<file path="config.mk">
export PLATFORM = sky130hd
export DESIGN_NAME = packets2magnitude_bytes
export DESIGN_NICKNAME = d
export VERILOG_FILES = /design/src/rtl/packets2magnitude_bytes.sv
export SDC_FILE = /design/constraint.sdc
export NUM_CORES = 1
export LEC_CHECK = 0
export ABC_CLOCK_PERIOD_IN_PS = 2300
export BUFFER_PORTS_ARGS = -buffer_cell sky130_fd_sc_hd__clkbuf_2
export CAP_MARGIN = 20
export CORE_MARGIN = 2
export CORE_UTILIZATION = 55
export CTS_BUF_LIST = sky130_fd_sc_hd__clkbuf_4 sky130_fd_sc_hd__clkbuf_8
export CTS_CLUSTER_SIZE = 10
export DETAILED_ROUTE_END_ITERATION = 12
export PLACE_DENSITY = 0.79
export SYNTH_ARGS = -nofsm -noshare
export SYNTH_HDL_FRONTEND = slang
export SYNTH_SLANG_ARGS = --single-unit
</file>
<file path="constraint.sdc">
create_clock -name clock_clk -period 2.3 [get_ports clock_clk]
set_input_delay 0.345 -clock clock_clk [delete_from_list [all_inputs] [get_ports clock_clk]]
set_output_delay 0.345 -clock clock_clk [all_outputs]
set_load 0.1 [all_outputs]
</file>
<file path="src/rtl/packets2magnitude_bytes.sv">
// packets2magnitude_bytes: Avalon-ST packet sink that checks framing and
// emits saturated |re|+|im| bytes through a small show-ahead FIFO.
module packets2magnitude_bytes #(
    parameter int PACKET_LEN = 1024,
    parameter int FIFO_DEPTH = 4
) (
    input  logic        clock_clk,
    input  logic        reset_reset,
    input  logic [16:0] asi_in0_data,
    input  logic        asi_in0_valid,
    output logic        asi_in0_ready,
    input  logic        asi_in0_startofpacket,
    input  logic        asi_in0_endofpacket,
    input  logic        asi_in0_empty,
    output logic [7:0]  aso_out0_data,
    output logic        aso_out0_valid,
    input  logic        aso_out0_ready,
    output logic [15:0] pkt_count,
    output logic [15:0] err_count,
    output logic        err_pulse
);
    localparam int AW = $clog2(FIFO_DEPTH);
    localparam int CW = AW + 1;

    typedef enum logic [1:0] {IDLE, IN_PKT, DROP} state_t;

    state_t        state_q;
    logic [12:0]   cnt_q;
    logic          run_q, pipe_valid_q, out_valid_q, err_pulse_q;
    logic [7:0]    pipe_q, out_q;
    logic [15:0]   pkt_q, err_q;
    logic [CW-1:0] mc_q;
    logic [AW-1:0] wr_q, rd_q;
    logic [7:0]    mem_q [FIFO_DEPTH];
    logic [CW:0]   occ;
    logic          acc, sop, eop, last, err_d, push, load;
    logic [7:0]    abs_re, abs_im, byte_d;
    logic [8:0]    mag;
    logic          unused_ok;

    assign sop    = asi_in0_startofpacket;
    assign eop    = asi_in0_endofpacket;
    assign abs_re = asi_in0_data[16] ? 8'd0 - asi_in0_data[16:9] : asi_in0_data[16:9];
    assign abs_im = asi_in0_data[8]  ? 8'd0 - asi_in0_data[8:1]  : asi_in0_data[8:1];
    assign mag    = {1'b0, abs_re} + {1'b0, abs_im};
    assign byte_d = mag[8] ? 8'hFF : mag[7:0];

    // Occupancy counts the pipeline register, FIFO storage and output register.
    assign occ           = {1'b0, mc_q} + (CW+1)'(out_valid_q) + (CW+1)'(pipe_valid_q);
    assign asi_in0_ready = run_q && (occ < (CW+1)'(FIFO_DEPTH));
    assign acc           = asi_in0_valid && asi_in0_ready;
    assign last          = (cnt_q + 13'd1) == 13'(PACKET_LEN);
    assign err_d         = acc && ((state_q == IDLE && (!sop || eop)) ||
                                   (state_q == IN_PKT && (sop || (eop && !last))) ||
                                   (state_q == DROP && cnt_q == 13'd0));
    assign push          = pipe_valid_q;
    assign load          = (mc_q != '0) && (!out_valid_q || aso_out0_ready);

    assign aso_out0_data  = out_q;
    assign aso_out0_valid = out_valid_q;
    assign pkt_count      = pkt_q;
    assign err_count      = err_q;
    assign err_pulse      = err_pulse_q;
    assign unused_ok      = ^{asi_in0_data[0], asi_in0_empty};

    always_ff @(posedge clock_clk or posedge reset_reset) begin
        if (reset_reset) begin
            state_q      <= IDLE;
            cnt_q        <= '0;
            run_q        <= 1'b0;
            pipe_valid_q <= 1'b0;
            pipe_q       <= '0;
            out_valid_q  <= 1'b0;
            out_q        <= '0;
            mc_q         <= '0;
            wr_q         <= '0;
            rd_q         <= '0;
            pkt_q        <= '0;
            err_q        <= '0;
            err_pulse_q  <= 1'b0;
        end else begin
            run_q        <= 1'b1;
            pipe_valid_q <= acc && (state_q == IN_PKT || (state_q == IDLE && sop));
            if (acc) pipe_q <= byte_d;
            err_pulse_q  <= err_d;
            if (err_d && err_q != 16'hFFFF) err_q <= err_q + 16'd1;
            if (acc) begin
                case (state_q)
                    IDLE: if (sop && !eop) begin
                        state_q <= IN_PKT;
                        cnt_q   <= 13'd1;
                    end
                    IN_PKT: if (eop) begin
                        state_q <= IDLE;
                        cnt_q   <= '0;
                        if (!sop && last) pkt_q <= pkt_q + 16'd1;
                    end else if (sop) begin
                        cnt_q <= 13'd1;
                    end else if (last) begin
                        state_q <= DROP;
                        cnt_q   <= '0;
                    end else begin
                        cnt_q <= cnt_q + 13'd1;
                    end
                    // cnt_q==0 marks the first dropped beat, which owns the error.
                    default: if (eop) begin
                        state_q <= IDLE;
                        cnt_q   <= '0;
                    end else begin
                        cnt_q <= 13'd1;
                    end
                endcase
            end
            mc_q <= mc_q + CW'(push) - CW'(load);
            if (push) wr_q <= wr_q + 1'b1;
            if (load) begin
                rd_q  <= rd_q + 1'b1;
                out_q <= mem_q[rd_q];
            end
            out_valid_q <= load || (out_valid_q && !aso_out0_ready);
        end
    end

    always_ff @(posedge clock_clk) begin
        if (push) mem_q[wr_q] <= pipe_q;
    end
endmodule

</file>
==> impl_summary.log, run 1 <==
INFO  metric timing.final.ws_setup = -0.137 ns
INFO  metric finish.instance_area = 0.00729 sq mm
INFO  metric finalCriticalPeriod = 2.44 ns
INFO  metric synth.yosys.warnings = 0
INFO  metric flow.area_growth_from_synthesis = 32.4%
INFO  metric clock_skew = 0.0141 ns
INFO  metric design.portCount = 67
INFO  metric internal_power = between 0.004 and 0.005 W
INFO  metric instances_no_fill = 794
INFO  metric worst-endpoint-arrival = 2.74 ns
INFO  metric power_switching = 0.00291 W
INFO  metric remaining_drc_errors = 0
INFO  metric post_dp_cell_area = 0.00665 sq mm
INFO  metric post_synth_instance_area = 0.00550 sq mm
INFO  metric required = 2.61 ns
INFO  metric grt_max_degree = slightly below 50
INFO  metric antenna_found_initial = 0
INFO  metric postSynthCellCount = around 490
INFO  metric run_status = finished with violations
INFO  metric layout_common_cells = sky130_fd_sc_hd__buf_4, sky130_fd_sc_hd__clkbuf_2, sky130_fd_sc_hd__dfrtp_1
INFO  metric power.share.switching = 41.6%
INFO  metric post-route-util = 74.9%
INFO  metric cts_tree = done
INFO  metric firstDrtPassIters = 5
INFO  metric worst-slew-pin-transition = 0.585 ns
INFO  metric endpoint_kind = register
INFO  metric violations = setup timing
INFO  metric finalPower = 0.00700 W
INFO  metric cellLeakagePower = 3.23 nW
INFO  metric core = just under 0.01 sq mm
INFO  metric synthesis.nets = 542
INFO  metric worstReg2RegStart = cnt_q[0]$_DFFE_PP0P_
INFO  metric synth_enable_flop_cells = 32
INFO  metric antenna-diode-count = 0
INFO  metric synth_area_per_cell = 11.1 sq um
INFO  metric chipWidth = 104 um
INFO  metric clock.fmax = 0.410 GHz
INFO  metric gr-total-overflow = 0
INFO  metric die_h = 104 um
INFO  metric mostFrequentLayoutCell = sky130_fd_sc_hd__buf_4
INFO  metric maximum_count_of_clock_buffers_along_a_single_path = 2
INFO  metric area_of_the_die = 0.0108 sq mm
INFO  metric criticalPathCategory = reg -> reg
INFO  metric wire_length_of_the_first_global_routing_pass = 21400 um
INFO  metric placed_cells = approximately 750
INFO  metric drt-initial-drc-count = 260
INFO  metric clk_latency = 0.37 ns
INFO  metric clock-root-buffer = sky130_fd_sc_hd__clkbuf_8
INFO  metric row_count = 36
INFO  metric final_layout_size_suffix_gt1_share = roughly two fifths
INFO  metric drt.antenna.violating_nets = 0
INFO  metric clk_transition_reported_paths = 0.11 ns
INFO  metric cts_sinks = 106
INFO  metric grt_setup_unrepaired = true
INFO  metric slew_violations = 0
INFO  metric comb_power_share = 43.3%
INFO  metric multi_input_comb_area = 0.00284 sq mm
INFO  metric startpoint_type = register
INFO  metric synth.lib_cells_used.distinct = 59
INFO  metric route.vias.total = 4491
INFO  metric final_hold_viol_count = 0
INFO  metric seq_power_share = between 30% and 40%
INFO  metric num-fill-cells = 639
INFO  metric seq_area = 0.00283 sq mm
INFO  metric worst_rel_slew_slack = 60.9%
INFO  metric routabilityCongestion = 0.894
INFO  metric avgRoutedWirePerCell = 15.9 um
INFO  metric preCtsSetupSlack = -0.319 ns
INFO  metric vias_per_cell = 5.66
INFO  metric first_global_vias = 4587
INFO  metric holdCritPathClass = in -> async
INFO  metric initial_core_util = a little under three fifths
INFO  metric synth_top_flop_cell = sky130_fd_sc_hd__dfrtp_1
INFO  metric finalCritPeriodShare = 106%
INFO  metric cts-hold-fix-buffers = 0
INFO  metric finalNetCount = 704
INFO  metric cts_made_buffers = 9
INFO  metric dp_hpwl = about 8700 um
INFO  metric final-setup-viol-count = 26
INFO  metric route.final.wire_length = 12700 um
INFO  metric cp_max_fo = 4
INFO  metric gr-usage-all-layers = 24.3%
INFO  metric synth_seq_area_share = 51.1%
INFO  metric numPortBuffers = 64
INFO  metric timing.critical_path.from = cnt_q[0]$_DFFE_PP0P_
INFO  metric power.density = between 900 and 1000 mW/mm^2
INFO  metric max_cap_viol_count = 0
INFO  metric power_frac_clock = 17.2%
INFO  metric ys_async_rst_share = 69.8%
INFO  metric ys_ff_latch = between 100 and 150
INFO  metric htreeDepth = 3
INFO  metric ir_worst_vdd = 0.000738 V
sequential cells by signal, indices dropped and copies added (netlist names), 2 cells and up:
name and cells:
aso_out0_data 8, pipe_q 8, state_q 2, wr_q 2
rd_q 2, cnt_q 13, pkt_count 16, err_count 16
mc_q 3, mem_q 32
critical path, cell delays in order, from the launching register on:
cell                        delay (ns)
sky130_fd_sc_hd__dfrtp_2          0.46
sky130_fd_sc_hd__inv_2            0.08
sky130_fd_sc_hd__buf_4            0.14
sky130_fd_sc_hd__buf_4            0.12
sky130_fd_sc_hd__buf_4            0.12
sky130_fd_sc_hd__buf_4            0.12
sky130_fd_sc_hd__buf_4            0.13
sky130_fd_sc_hd__buf_4            0.13
sky130_fd_sc_hd__buf_4            0.12
sky130_fd_sc_hd__buf_4            0.12
sky130_fd_sc_hd__buf_4            0.12
sky130_fd_sc_hd__buf_4            0.12
sky130_fd_sc_hd__buf_4            0.12
sky130_fd_sc_hd__buf_4            0.12
sky130_fd_sc_hd__buf_4            0.12
sky130_fd_sc_hd__buf_4            0.13
sky130_fd_sc_hd__a2bb2oi_2        0.10
power groups by stage:
stage | combinational [W] | clock [W] | sequential [W]
after floorplan | 0.00122 | 0 | 0.00349
after global placement | 0.00260 | 0 | 0.00275
after detailed placement | 0.00270 | 0 | 0.00280
after CTS | 0.00296 | 0.00123 | 0.00276
after global routing | 0.00325 | 0.00131 | 0.00282
final | 0.00303 | 0.00121 | 0.00276
final timing paths:
path	cells after the start	slack, ns	to
setup / recovery	16	-0.14	cnt_q[0]$_DFFE_PP0P_
hold / removal	2	0.005	err_count[13]$_DFFE_PP0P_
setup reg to reg	16	-0.14	cnt_q[0]$_DFFE_PP0P_
hold reg to reg	1	0.48	pkt_count[15]$_DFFE_PP0P_
max in group asynchronous	3	1.62	cnt_q[3]$_DFFE_PP0P_
min in group clock_clk	2	0.17	aso_out0_valid$_DFF_PP0_
synthesized netlist by cell type, types with 16 or more instances:
master                     count  area share (%)
sky130_fd_sc_hd__xnor2_1      29             4.6
sky130_fd_sc_hd__nor3_1       16             1.5
sky130_fd_sc_hd__nor2_1       21             1.4
sky130_fd_sc_hd__xor2_1       19             3.0
sky130_fd_sc_hd__o21ai_0      23             2.1
sky130_fd_sc_hd__nand4_1      19             2.2
sky130_fd_sc_hd__edfxtp_1     32              17
sky130_fd_sc_hd__nand2_1      33             2.3
sky130_fd_sc_hd__ha_1         22             5.0
sky130_fd_sc_hd__a21oi_1      18             1.6
sky130_fd_sc_hd__inv_1        25             1.7
sky130_fd_sc_hd__dfrtp_1      74              34
sky130_fd_sc_hd__nand3_1      25             2.3
stage by stage:
stage               hold slack, ns  setup TNS (ns)
floorplan                    0.431           -2.19
CTS                         0.0182          -0.567
detailed placement           0.429           -5.19
global route                0.0599           -4.30
finish                     0.00525           -1.10
global placement             0.420           -2.76
cell families after synthesis:
logic type                 after synthesis  synth area share, %
other                                    1               0.0681
muxes                                   19                 5.52
DFF                                    106                 51.1
adders and majority gates               24                 5.73
buffers and inverters                   39                 2.75
and+or+nand+nor                        185                 18.9
AOI/OAI and AO/OA                       72                 8.32
xor gates and xnor gates                48                 7.64
per-layer routing:
layer | up-vias | wire length [um] | GRT usage, %
li1 | 2148 | - | -
met3 | 13 | 525 | 3.95
met2 | 120 | 6580 | 42.5
met5 | - | 0 | 0
met1 | 2210 | 5390 | 31.2
met4 | 0 | 149 | 7.63
area by class of cell:
cell class | instances | share of cell area [%]
clock buffer | 9 | 1.70
clock inverter | 7 | 1.18
inverter | 25 | 1.29
multi-input combinational | 349 | 39.0
sequential | 106 | 38.9
tap | 133 | 2.28
timing repair buffer | 165 | 15.7
repair_timing:
item                       CTS  global route
gates cloned                 0             0
resized for setup           29            25
pin swaps                   26             7
setup endpoints to repair   34            48
setup buffers               22             2
Note: power is estimated with default switching activity, not from simulation.
==> run 2, diff against run 1 <==
BUFFER_PORTS_ARGS = default   (was -buffer_cell sky130_fd_sc_hd__clkbuf_2)
DONT_BUFFER_PORTS = 1   (was default)
PLACE_DENSITY = 0.73   (was 0.79)
SLEW_MARGIN = 20   (was default)
==> run 2 against run 1 <==
The run still ends with setup timing left. Worst setup slack improved by 0.014 ns. Global-route usage fell by 1.1 points. Clock skew fell by 0.00058 ns. Count of clock-buffer cells in the layout did not move. Largest cell class unchanged. Critical path type unchanged. Die area did not move. Sequential cell count did not move. Cell count fell by 6.2%. Maximum frequency rose by 0.58%. Register-to-register slack barely moved.
==> impl_summary.log, run 2 (same netlist as run 1, synthesis figures left out) <==
INFO  metric numPortBuffers = 0
INFO  metric layout_common_cells = sky130_fd_sc_hd__buf_4, sky130_fd_sc_hd__dfrtp_1, sky130_fd_sc_hd__edfxtp_1
INFO  metric final.setup.tns = -1.22 ns
INFO  metric crit-reg2reg-capture = err_count[5]$_DFFE_PP0P_
INFO  metric ir_worst_vdd = 0.000633 V
INFO  metric clock.fmax = around 0.41 GHz
INFO  metric timing.critical_path.max_delay_family = compound AO/OA/AOI/OAI gates
INFO  metric final-setup-viol-count = 28
INFO  metric firstDrtPassIters = 4
INFO  metric route.vias.total = 4339
INFO  metric chipWidth = 104 um
INFO  metric largest_register_ff_count = 32
INFO  metric comb_power_share = 33.4%
INFO  metric whs_path_depth = 1
INFO  metric maximum_count_of_clock_buffers_along_a_single_path = 2
INFO  metric run_status = finished with violations
INFO  metric cts_made_buffers = 9
INFO  metric worst_rel_slew_slack = 39.2%
INFO  metric timing.critical_path.slowest_stage_cell = sky130_fd_sc_hd__or4_4
INFO  metric grt_max_degree = 22
INFO  metric mostFrequentLayoutCell = sky130_fd_sc_hd__buf_4
INFO  metric finalNetCount = 655
INFO  metric gr-usage-all-layers = ~23%
INFO  metric wire_length_of_the_first_global_routing_pass = 20200 um
INFO  metric max_stage_delay = 0.55 ns
INFO  metric gr-total-overflow = 0
INFO  metric remaining_drc_errors = 0
INFO  metric worstReg2RegStart = pipe_valid_q$_DFF_PP0_
INFO  metric initial_core_util = around 57%
INFO  metric seq_power_share = between 40% and 50%
INFO  metric post_dp_cell_area = 0.00651 sq mm
INFO  metric finish.instance_area = just over 0.007 sq mm
INFO  metric timing.critical_path.buf_inv = 1
INFO  metric cellLeakagePower = 3.06 nW
INFO  metric finalCritPeriodShare = 105%
INFO  metric htreeDepth = 3
INFO  metric die_h = 104 um
INFO  metric crit_cells = 9
INFO  metric power.density = ~950 mW/mm^2
INFO  metric core = 0.00973 sq mm
INFO  metric drt.antenna.violating_nets = 0
INFO  metric max_cap_viol_count = 0
INFO  metric avgRoutedWirePerCell = ~18 um
INFO  metric power_switching = 0.00289 W
INFO  metric slew_violations = 0
INFO  metric cts_sinks = around 110
INFO  metric crit_chain = ha_1 -> a21o_1 -> a21oi_2 -> o211a_4 -> buf_4 -> o21ai_4 -> or4_4 -> nor2_4 -> xor2_1
INFO  metric largest-register = mem_q
INFO  metric dp_hpwl = just under 9000 um
INFO  metric clock_skew = 0.0135 ns
INFO  metric worst-slew-pin-transition = 0.913 ns
INFO  metric first_global_vias = 4260
INFO  metric r2r_slack = -0.12 ns
INFO  metric final_layout_size_suffix_gt1_share = between 30% and 40%
INFO  metric clk_transition_reported_paths = 0.11 ns
INFO  metric holdPathEnd = aso_out0_valid$_DFF_PP0_
INFO  metric area_of_the_die = 0.0108 sq mm
INFO  metric preCtsSetupSlack = -0.294 ns
INFO  metric finalCriticalPeriod = 2.42 ns
INFO  metric antenna-diode-count = 0
INFO  metric internal_power = around 0.004 W
INFO  metric violations = setup timing
INFO  metric drt-initial-drc-count = 242
INFO  metric power.share.switching = 42.4%
INFO  metric holdCritPathClass = in -> reg
INFO  metric antenna_found_initial = 0
INFO  metric route.final.wire_length = 13200 um
INFO  metric cp_max_fo = 7
INFO  metric required = 2.60 ns
INFO  metric design.portCount = 67
INFO  metric routabilityCongestion = 0.913
INFO  metric reg2regPathDepth = 9
INFO  metric endpoint_kind = register
INFO  metric hold_path_startpoint = aso_out0_ready
INFO  metric timing.final.ws_setup = -0.123 ns
INFO  metric row_count = 36
INFO  metric final_hold_viol_count = 0
INFO  metric grt_setup_unrepaired = true
INFO  metric worst-endpoint-arrival = 2.73 ns
INFO  metric vias_per_cell = slightly below 6
INFO  metric power_frac_clock = 17.9%
INFO  metric cts_tree = done
INFO  metric flow.area_growth_from_synthesis = 30.1%
INFO  metric clock-root-buffer = sky130_fd_sc_hd__clkbuf_8
INFO  metric startpoint_type = register
INFO  metric criticalPathCategory = reg -> reg
INFO  metric clk_latency = 0.37 ns
[run 2: cell types whose count changed in the layout (fill, tap and decap cells not counted), moves of 4 or more]
cell / delta
sky130_fd_sc_hd__buf_4: +14
sky130_fd_sc_hd__clkbuf_2: -63
sky130_fd_sc_hd__nor3_1: -4
sky130_fd_sc_hd__nor3_4: +5
[run 2: power by group through the flow]
| stage | clock network [W] | logic (W) | registers (W) |
|---|---|---|---|
| after global placement | 0 | 0.00195 | 0.00330 |
| after detailed placement | 0 | 0.00204 | 0.00335 |
| after CTS | 0.00122 | 0.00209 | 0.00330 |
| final | 0.00122 | 0.00228 | 0.00332 |
| after floorplan | 0 | 0.00122 | 0.00349 |
| after global routing | 0.00132 | 0.00244 | 0.00337 |
[run 2: final cells by class]
cell class / count / area, sq um
Inverter: 25 / 93.8
Sequential cell: 106 / 2830
Multi-Input combinational cell: 349 / 2940
Clock buffer: 9 / 124
Fill cell: 661 / 2570
Timing Repair Buffer: 116 / 921
Clock inverter: 7 / 82.6
Tap cell: 133 / 166
[run 2: per-stage QoR]
step                      util [%]  power [W]  hold WS, ns  cells
after global routing          73.6    0.00714       0.0296    745
after global placement        66.9    0.00525        0.247    716
after detailed placement      66.9    0.00539        0.257    716
final                         73.6    0.00681       0.0511    745
after floorplan                  -    0.00471        0.431    494
after CTS                     70.0    0.00662       0.0440    738
[run 2: metal layers]
layer | up-vias | part of all wire (%) | track usage [%] | wire length, um
li1 | 2046 | - | - | -
met1 | 2145 | 40 | 28.5 | 5310
met2 | 120 | 53 | 39.9 | 6940
met3 | 28 | 4.9 | 6.02 | 649
met4 | 0 | 2.3 | 7.82 | 304
met5 | - | 0 | 0 | 0
[run 2: timing repair]
item                       4_1_cts  5_1_grt
setup buffers                    5        7
pin swaps                       16       32
hold endpoints to repair        18        0
hold buffers                     1        0
setup endpoints to repair       41       42
resized for setup               11       62
[run 2: worst max path at each step]
stage / start / to
after floorplan: cnt_q[0]$_DFFE_PP0P_ / pkt_count[15]$_DFFE_PP0P_
after global routing: cnt_q[0]$_DFFE_PP0P_ / pkt_count[7]$_DFFE_PP0P_
after global placement: mc_q[1]$_DFF_PP0_ / pkt_count[15]$_DFFE_PP0P_
final: pipe_valid_q$_DFF_PP0_ / err_count[5]$_DFFE_PP0P_
after detailed placement: mc_q[1]$_DFF_PP0_ / pkt_count[15]$_DFFE_PP0P_
after CTS: cnt_q[6]$_DFFE_PP0P_ / pkt_count[15]$_DFFE_PP0P_
